### config.mk
export PLATFORM = sky130hd
export DESIGN_NAME = sarray_tinst_sched
export DESIGN_NICKNAME = d
export VERILOG_FILES = /design/src/rtl/sarray_tinst_sched.sv
export SDC_FILE = /design/constraint.sdc
export NUM_CORES = 1
export LEC_CHECK = 0
export ABC_CLOCK_PERIOD_IN_PS = 3800
export BUFFER_PORTS_ARGS = -buffer_cell sky130_fd_sc_hd__buf_2
export CELL_PAD_IN_SITES_DETAIL_PLACEMENT = 1
export CELL_PAD_IN_SITES_GLOBAL_PLACEMENT = 2
export CORE_MARGIN = 10
export CORE_UTILIZATION = 43
export DETAILED_ROUTE_END_ITERATION = 12
export PLACE_DENSITY_LB_ADDON = 0.1
export SYNTH_ARGS = -nofsm -noshare
export SYNTH_HDL_FRONTEND = slang
export SYNTH_SLANG_ARGS = --single-unit
### constraint.sdc
create_clock -name clk -period 3.8 [get_ports clk]
set_input_delay 0.38 -clock clk [delete_from_list [all_inputs] [get_ports clk]]
set_output_delay 0.38 -clock clk [all_outputs]
set_load 0.03 [all_outputs]
### src/rtl/sarray_tinst_sched.sv
// ============================================================================
//  sarray_tinst_sched
//  Tile-instruction scheduler: in-order queue with A-buffer ping-pong and
//  array-drain hazard gating ahead of sarray_top.
//  Revision: 1.0
// ============================================================================
`default_nettype none

module sarray_tinst_sched #(
    parameter int ADDR_WIDTH   = 64,
    parameter int TYPE_WIDTH   = 2,
    parameter int PREC_WIDTH   = 1,
    parameter int FIFO_DEPTH   = 4,
    parameter int DRAIN_CYCLES = 32
) (
    input  logic                  clk,
    input  logic                  rst_n,
    input  logic                  in_valid_i,
    output logic                  in_ready_o,
    input  logic [TYPE_WIDTH-1:0] in_type_i,
    input  logic [ADDR_WIDTH-1:0] in_addr0_i,
    input  logic [ADDR_WIDTH-1:0] in_addr1_i,
    input  logic [PREC_WIDTH-1:0] in_prec_i,
    input  logic                  in_acc_i,
    output logic                  out_valid_o,
    input  logic                  out_ready_i,
    output logic [TYPE_WIDTH-1:0] out_type_o,
    output logic [ADDR_WIDTH-1:0] out_addr0_o,
    output logic [ADDR_WIDTH-1:0] out_addr1_o,
    output logic [PREC_WIDTH-1:0] out_prec_o,
    output logic                  out_acc_o,
    output logic                  out_abuf_id_o,
    input  logic                  done_i,
    output logic [1:0]            abuf_valid_o,
    output logic                  busy_o,
    output logic                  err_o
);

    localparam int PTR_W = $clog2(FIFO_DEPTH);
    localparam int CNT_W = $clog2(FIFO_DEPTH + 1);

    localparam logic [TYPE_WIDTH-1:0] T_TMMA     = TYPE_WIDTH'(0);
    localparam logic [TYPE_WIDTH-1:0] T_PRELOADA = TYPE_WIDTH'(1);

    logic [TYPE_WIDTH-1:0] q_type [FIFO_DEPTH];
    logic [ADDR_WIDTH-1:0] q_addr0[FIFO_DEPTH];
    logic [ADDR_WIDTH-1:0] q_addr1[FIFO_DEPTH];
    logic [PREC_WIDTH-1:0] q_prec [FIFO_DEPTH];
    logic                  q_acc  [FIFO_DEPTH];

    logic [PTR_W-1:0]      q_wr;
    logic [PTR_W-1:0]      q_rd;
    logic [CNT_W-1:0]      q_cnt;

    logic                  inflight;
    logic [TYPE_WIDTH-1:0] inflight_type;
    logic [1:0]            abuf_valid;
    logic                  wr_ptr;
    logic                  rd_ptr;
    logic [7:0]            drain_cnt;
    logic                  err;

    logic                  empty;
    logic                  full;
    logic                  push;
    logic                  pop;
    logic                  hazard_ok;
    logic                  abuf_id;
    logic                  deadlock;
    logic                  done_ok;
    logic [TYPE_WIDTH-1:0] head_type;

    always_comb begin
        empty     = (q_cnt == '0);
        full      = (q_cnt == CNT_W'(FIFO_DEPTH));
        head_type = q_type[q_rd];
        hazard_ok = 1'b0;
        abuf_id   = 1'b0;
        if (head_type == T_TMMA) begin
            hazard_ok = abuf_valid[rd_ptr];
            abuf_id   = rd_ptr;
        end else if (head_type == T_PRELOADA) begin
            hazard_ok = ~abuf_valid[wr_ptr];
            abuf_id   = wr_ptr;
        end else begin
            hazard_ok = (drain_cnt == 8'd0);
        end
        // Both conditions can never resolve on their own: nothing is in flight
        // to produce the done that would free or fill a buffer.
        deadlock = ~empty & ~inflight &
                   (((head_type == T_TMMA) & (abuf_valid == 2'b00)) |
                    ((head_type == T_PRELOADA) & (abuf_valid == 2'b11)));
        push     = in_valid_i & ~full;
        pop      = out_valid_o & out_ready_i;
        done_ok  = done_i & inflight;
    end

    assign in_ready_o    = ~full;
    assign out_valid_o   = ~empty & ~inflight & hazard_ok;
    assign out_type_o    = head_type;
    assign out_addr0_o   = q_addr0[q_rd];
    assign out_addr1_o   = q_addr1[q_rd];
    assign out_prec_o    = q_prec[q_rd];
    assign out_acc_o     = q_acc[q_rd];
    assign out_abuf_id_o = out_valid_o ? abuf_id : 1'b0;
    assign abuf_valid_o  = abuf_valid;
    assign busy_o        = ~empty | inflight | (drain_cnt != 8'd0);
    assign err_o         = err;

    always_ff @(posedge clk or negedge rst_n) begin
        if (!rst_n) begin
            for (int i = 0; i < FIFO_DEPTH; i++) begin
                q_type[i]  <= '0;
                q_addr0[i] <= '0;
                q_addr1[i] <= '0;
                q_prec[i]  <= '0;
                q_acc[i]   <= 1'b0;
            end
            q_wr  <= '0;
            q_rd  <= '0;
            q_cnt <= '0;
        end else begin
            if (push) begin
                q_type[q_wr]  <= in_type_i;
                q_addr0[q_wr] <= in_addr0_i;
                q_addr1[q_wr] <= in_addr1_i;
                q_prec[q_wr]  <= in_prec_i;
                q_acc[q_wr]   <= in_acc_i;
                q_wr          <= q_wr + PTR_W'(1);
            end
            if (pop) begin
                q_rd <= q_rd + PTR_W'(1);
            end
            case ({push, pop})
                2'b10:   q_cnt <= q_cnt + CNT_W'(1);
                2'b01:   q_cnt <= q_cnt - CNT_W'(1);
                default: q_cnt <= q_cnt;
            endcase
        end
    end

    always_ff @(posedge clk or negedge rst_n) begin
        if (!rst_n) begin
            inflight      <= 1'b0;
            inflight_type <= '0;
            abuf_valid    <= 2'b00;
            wr_ptr        <= 1'b0;
            rd_ptr        <= 1'b0;
            drain_cnt     <= 8'd0;
            err           <= 1'b0;
        end else begin
            if (pop) begin
                inflight      <= 1'b1;
                inflight_type <= head_type;
            end else if (done_ok) begin
                inflight <= 1'b0;
            end

            if (done_ok && inflight_type == T_PRELOADA) begin
                abuf_valid[wr_ptr] <= 1'b1;
                wr_ptr             <= ~wr_ptr;
            end
            if (done_ok && inflight_type == T_TMMA) begin
                abuf_valid[rd_ptr] <= 1'b0;
                rd_ptr             <= ~rd_ptr;
                drain_cnt          <= 8'(DRAIN_CYCLES);
            end else if (drain_cnt != 8'd0) begin
                drain_cnt <= drain_cnt - 8'd1;
            end

            if (deadlock) begin
                err <= 1'b1;
            end
        end
    end

endmodule

`default_nettype wire

Yosys cells after proc, flatten, opt, wreduce, memory -nomap -nowiden
Index checks and enable logic that the tools add are counted.
- $add $sub $neg: 5
- magnitude comparators: 7
- eq/ne operators: 6
- mux-type cells: 46
- bitwise operators: 22
- reduce and logical (&&, ||, !) cells: 14
- operators by type and width (cell ; number):
    256-bit bitwise mux ; 2
    64-bit two-way mux ; 5
    64-bit binary-select mux with 2-bit select ; 2
    64-bit demux with 2-bit select ; 1
    1-bit two-way mux ; 18
    8-bit two-way mux ; 2
    2-bit two-way mux ; 5
    1-bit AND ; 8
    4-bit bitwise mux ; 2
    8-bit bitwise mux ; 1
    8-bit logical NOT ; 1
    8-bit nonzero test ; 1
    8-bit by 1-bit subtractor with 8-bit output (second input constant) ; 1
    2-bit by 1-bit equality test with 1-bit output (second input constant) ; 3
    3-bit >= comparator (second input constant) ; 2
    2-bit logical NOT ; 3
    1-bit NOT ; 6
    2-bit NOT with 3-bit output ; 2
    3-bit case mux with 2 select lines ; 1
    2-bit nonzero test ; 3
    1-bit logical AND ; 5
    2-bit by 1-bit adder with 2-bit output (second input constant) ; 2
    1-bit binary-select mux with 2-bit select ; 2
    2-bit binary-select mux with 2-bit select ; 1
    other kinds (15) ; 21
- bits in registers: 551
- logic and storage cells: 130

Longest topological paths before layout
- depth in word-level cells: 11
- depth in mapped cells: 13
- gate-level depth less buffers: 13

Worst setup path after synthesis
OpenSTA, ideal clock, no wires.
- kind: flip-flop to flip-flop
- start: register drain_cnt[3]
- end: register q_cnt[2]
- library setup time: 79 ps
- arrival time: 2634 ps
- required time: 3721 ps
- slack: 1087 ps
- cell stages (with the launch flop): 12
- path buffers: 0
- clock period less this slack: 2713 ps
- path through: dfrtp_1 > or4_4 > o31ai_4 > nand2_1 > or3_4 > inv_1 > ha_1 > inv_1 > fa_1 > xor2_1 > nor2_1 > xor2_1
- cells in the longest elaborated chain, start to end: 7
- elaborated cells between the ends (all ways): 9
- those cells by class: eq/ne (2); mux (3); bitwise (2); reduce/logical (2)
- RTL lines (element ; line ; text):
    from (decl) ; 60 ; logic [7:0] drain_cnt;
    from (signal assigned) ; 166 ; drain_cnt <= 8'(DRAIN_CYCLES);
    from (signal assigned) ; 168 ; drain_cnt <= drain_cnt - 8'd1;
    8-bit logical NOT * ; 86 ; hazard_ok = (drain_cnt == 8'd0);
    1-bit two-way mux * ; 82 ; end else if (head_type == T_PRELOADA) begin
    1-bit two-way mux * ; 79 ; if (head_type == T_TMMA) begin
    1-bit AND * ; 99 ; assign out_valid_o = ~empty & ~inflight & hazard_ok;
    1-bit AND * ; 94 ; pop = out_valid_o & out_ready_i;
    net pop ; 66 ; logic pop;
    2-bit by 1-bit equality test with 1-bit output / 2-bit equality test (equally long branches) ; 134 ; case ({push, pop})
    3-bit case mux with 2 select lines / 2-bit nonzero test (equally long branches) ; - ;
    to (signal assigned) ; 135 ; 2'b10: q_cnt <= q_cnt + CNT_W'(1);
    to (signal assigned) ; 136 ; 2'b01: q_cnt <= q_cnt - CNT_W'(1);
    to (signal assigned) ; 137 ; default: q_cnt <= q_cnt;
    to (decl) ; 53 ; logic [CNT_W-1:0] q_cnt;
The timed path passes the listed nets; every way through them passes the cells marked *.
A chain may end at the register's enable or synchronous reset.

Final worst setup path
- start: register q_rd[0]
- end: output out_addr0_o[56]
- cells in the longest elaborated chain, start to end: 4
- RTL lines (element ; line ; text):
    from (decl) ; 52 ; logic [PTR_W-1:0] q_rd;
    from (signal assigned) ; 132 ; q_rd <= q_rd + PTR_W'(1);
    2-bit NOT with 3-bit output (implied by the code) ; 101 ; assign out_addr0_o = q_addr0[q_rd];
    64-bit binary-select mux with 2-bit select ; 101 ;
    64-bit two-way mux (implied by the code) (2 in series) ; 101 ;
    to (decl) ; 28 ; output logic [ADDR_WIDTH-1:0] out_addr0_o,
No other way between the ends. The select of a mux whose other input is x is not followed.

==> flow_metrics.tcl <==
set metrics [dict create \
    status "finished clean" \
    core_area_sq_um 55000 \
    synth_flop_cell "dfrtp_1" \
    post-route-min-period_ns 3.35 \
    place_congestion 0.754 \
    tritoncts "yes" \
    whs_ns 0.0441 \
    fmax_ghz 0.299 \
    finalNetCount 1855 \
    drtIter0Drc 541 \
    fin_util_pct 51.6 \
    max_cap_violations 0 \
    drc 0 \
    yosys.cell_types.count 37 \
    multi_input_area_sq_um 9650 \
    critPathMaxFanout 47 \
    synthAdderAreaFrac_pct 0.451 \
    finalMaxSlewViolations 0 \
    timing_hold_violations_final 0 \
    syn_area_sq_um 23800 \
    switchingPower_mw 11.3 \
    grt_pass1_wl_microns 93700 \
    p_leak_nw 12.4 \
    regArea_sq_um 13800 \
    critical_path.top_delay_family "buffers and inverters" \
    cts_root_buffer "clkbuf_16" \
    clkLatencyLatePin_ns 0.61 \
    antenna_found_initial 11 \
    numCtsBuffers 60 \
    cpPeakStageDelay_ns 0.84 \
    overflow 0 \
    slew_headroom_pct 29.2 \
    yosys-top-cells-area "dfrtp_1, mux2_2, mux4_2, buf_2, buf_1" \
    rows 86 \
    hpwlAfterDp_microns 37200 \
    crit_path_cell_trace "buf_4, mux4_2, buf_2" \
    syn_avg_cell_area_sq_um 16.9 \
    synth_edf_count 0 \
    synth_top_area_share_pct 57.9 \
    synth.net_count 1557 \
    fin_crit_sh_pct 88.2 \
    grt_pass1_vias 15400 \
    post-place-ws_ns 0.836 \
    ctsLongestPathBuffers 3 \
    crit_required_ns 3.42 \
    critPathLaunchType "register" \
    wire_per_inst_microns 23.5 \
    peakVddDrop_mv 0.526 \
    pwr-share-clk_pct 19.1 \
    cp.buffers_inverters 2 \
    htreeDepth 2 \
    vias 13500 \
    seqPwrFrac_pct 35.0 \
    critPathCaptureType "primary output" \
    clk_pin_slew_ns 0.06 \
    numPlacedInstances 2376 \
    synthArstFlopShare_pct 100 \
    power_density_nw_per_um2 1060 \
    fin_ws_ns 0.450 \
    p_comb_share_pct 45.9 \
    rsz0062_at_grt "false" \
    fillers 5245 \
    tns_ns 0 \
    grt_max_degree 102 \
    synth_largest_area_cell "dfrtp_1" \
    synth_mux_area_share_pct 37.7 \
    die_area_sq_um 65200 \
    syn_inst 1412 \
    slowest_stage "buf_4" \
    ys_warn_count 0 \
    p_int_mw 18.8 \
    grt_usage_pct 18.2 \
    portBuffers 275 \
    die_w_microns 255 \
    die_h_microns 255 \
    synth-compound-area-share_pct 0.556 \
    wl_microns 58900 \
    dr.pass1.iters 4 \
    fin_cells 2505 \
    swShare_pct 37.5 \
    worstHoldPathType "input port to register" \
    yosysSeqAreaShare_pct 57.9 \
    clock_skew_ns 0.0198 \
    yosys.area_share.simple_pct 1.14 \
    cts.sinks 551 \
    start_util_pct 43.3 \
    viasPerCell 5.40 \
    worst_slew_pin_slew_ns 1.06 \
    ys_ff_latch 551 \
    area_growth_pct 19.0 \
    synth_top_family_by_area "multiplexers" \
    layout-drive-gt1-share_pct 61.2 \
    cp.arrival_ns 2.97 \
    setup_viol 0 \
    synth_xor_area_share_pct 0.514 \
    final_antenna_net_count 0 \
    worstSetupPathType "register to primary output" \
    ios 276 \
]
-- metal layers --
layer | part of all wire (%) | vias up | global-route usage, % | wire, microns
met1 | 42 | 7331 | 23.0 | 25000
li1 | - | 5849 | - | -
met2 | 50 | 229 | 30.7 | 29600
met4 | 2.0 | 16 | 4.29 | 1160
met3 | 5.2 | 92 | 4.63 | 3060
met5 | 0.16 | - | 0 | 95
-- placed cells by master, fill, tap and decap left out, drive strengths merged, types with 8 or more instances in the layout --
cell / n
dfrtp: 551
clkinv: 14
dlygate4sd3: 20
mux4: 131
nor2: 14
buf: 304
mux2: 529
o21ai: 8
nand2: 14
clkbuf: 85
inv: 13
-- state kept, by name, indices dropped and copies added (netlist names), 2 cells and up --
register / cells
abuf_valid_o: 2
drain_cnt: 8
inflight_type: 2
q_acc: 4
q_addr0: 256
q_addr1: 256
q_cnt: 3
q_prec: 4
q_rd: 2
q_type: 8
q_wr: 2
-- stage by stage --
stage	cell area [sq um]	total power, mW
after floorplan	23800	20.6
after global placement	26200	24.3
after detailed placement	26200	24.7
after CTS	28300	30.6
after global routing	28300	31.9
final	28300	30.1
-- layout make-up --
class	instances	share of cell area (%)
clock inverter	20	0.733
clock buffer	85	6.16
antenna	4	0.0353
tap	748	3.30
inverter	11	0.146
timing repair buffer	324	6.94
sequential	551	48.7
multi-input combinational	762	34.0
-- synth_stat cells (all sizes together), types with 2 or more instances --
library cell,instances
a21oi,4
buf,74
clkbuf,14
dfrtp,551
ha,7
inv,11
mux2,529
mux2i,7
mux4,131
nand2,14
nand2b,3
nand3,3
nor2,14
nor2b,2
nor3,4
o21ai,8
or2,5
or3,3
or4,2
xnor2,7
xor2,7
-- power groups by stage --
stage	combinational [mW]	sequential (mW)	clock, mW
6_report	13.8	10.5	5.75
5_1_grt	14.8	10.9	6.23
4_1_cts	14.1	10.5	5.97
3_5_place_dp	14.1	10.6	0
3_3_place_gp	13.8	10.4	0
2_1_floorplan	10.6	9.91	0
-- path summary, 6_finish.rpt --
path	from	end	slack [ns]	cells after the start
worst max-delay path	q_rd[0]$_DFFE_PN0P_	out_addr0_o[56]	0.45	3
worst min-delay path	in_addr1_i[42]	q_addr1[42]$_DFFE_PN0P_	0.04	2
worst max register to register	q_rd[0]$_DFFE_PN0P_	q_cnt[2]$_DFFE_PN0P_	0.86	11
worst min register to register	err_o$_DFFE_PN0P_	err_o$_DFFE_PN0P_	0.47	1
max in group asynchronous	rst_n	q_addr1[207]$_DFFE_PN0P_	2.26	4
min in group asynchronous	rst_n	q_addr0[173]$_DFFE_PN0P_	0.34	2
-- kinds of logic after synthesis --
logic type	count (synthesis)
muxes	667
and+or+nand+nor	54
xor gates and xnor gates	14
buffers and inverters	99
DFF	551
AOI/OAI and AO/OA	19
adders and majority gates	8
-- what timing repair did --
action,4_1_cts,5_1_grt
resized for setup,0,0
hold buffers,20,0
hold endpoints to repair,112,0
setup buffers,0,0
Power figures use the tool's default switching activity.
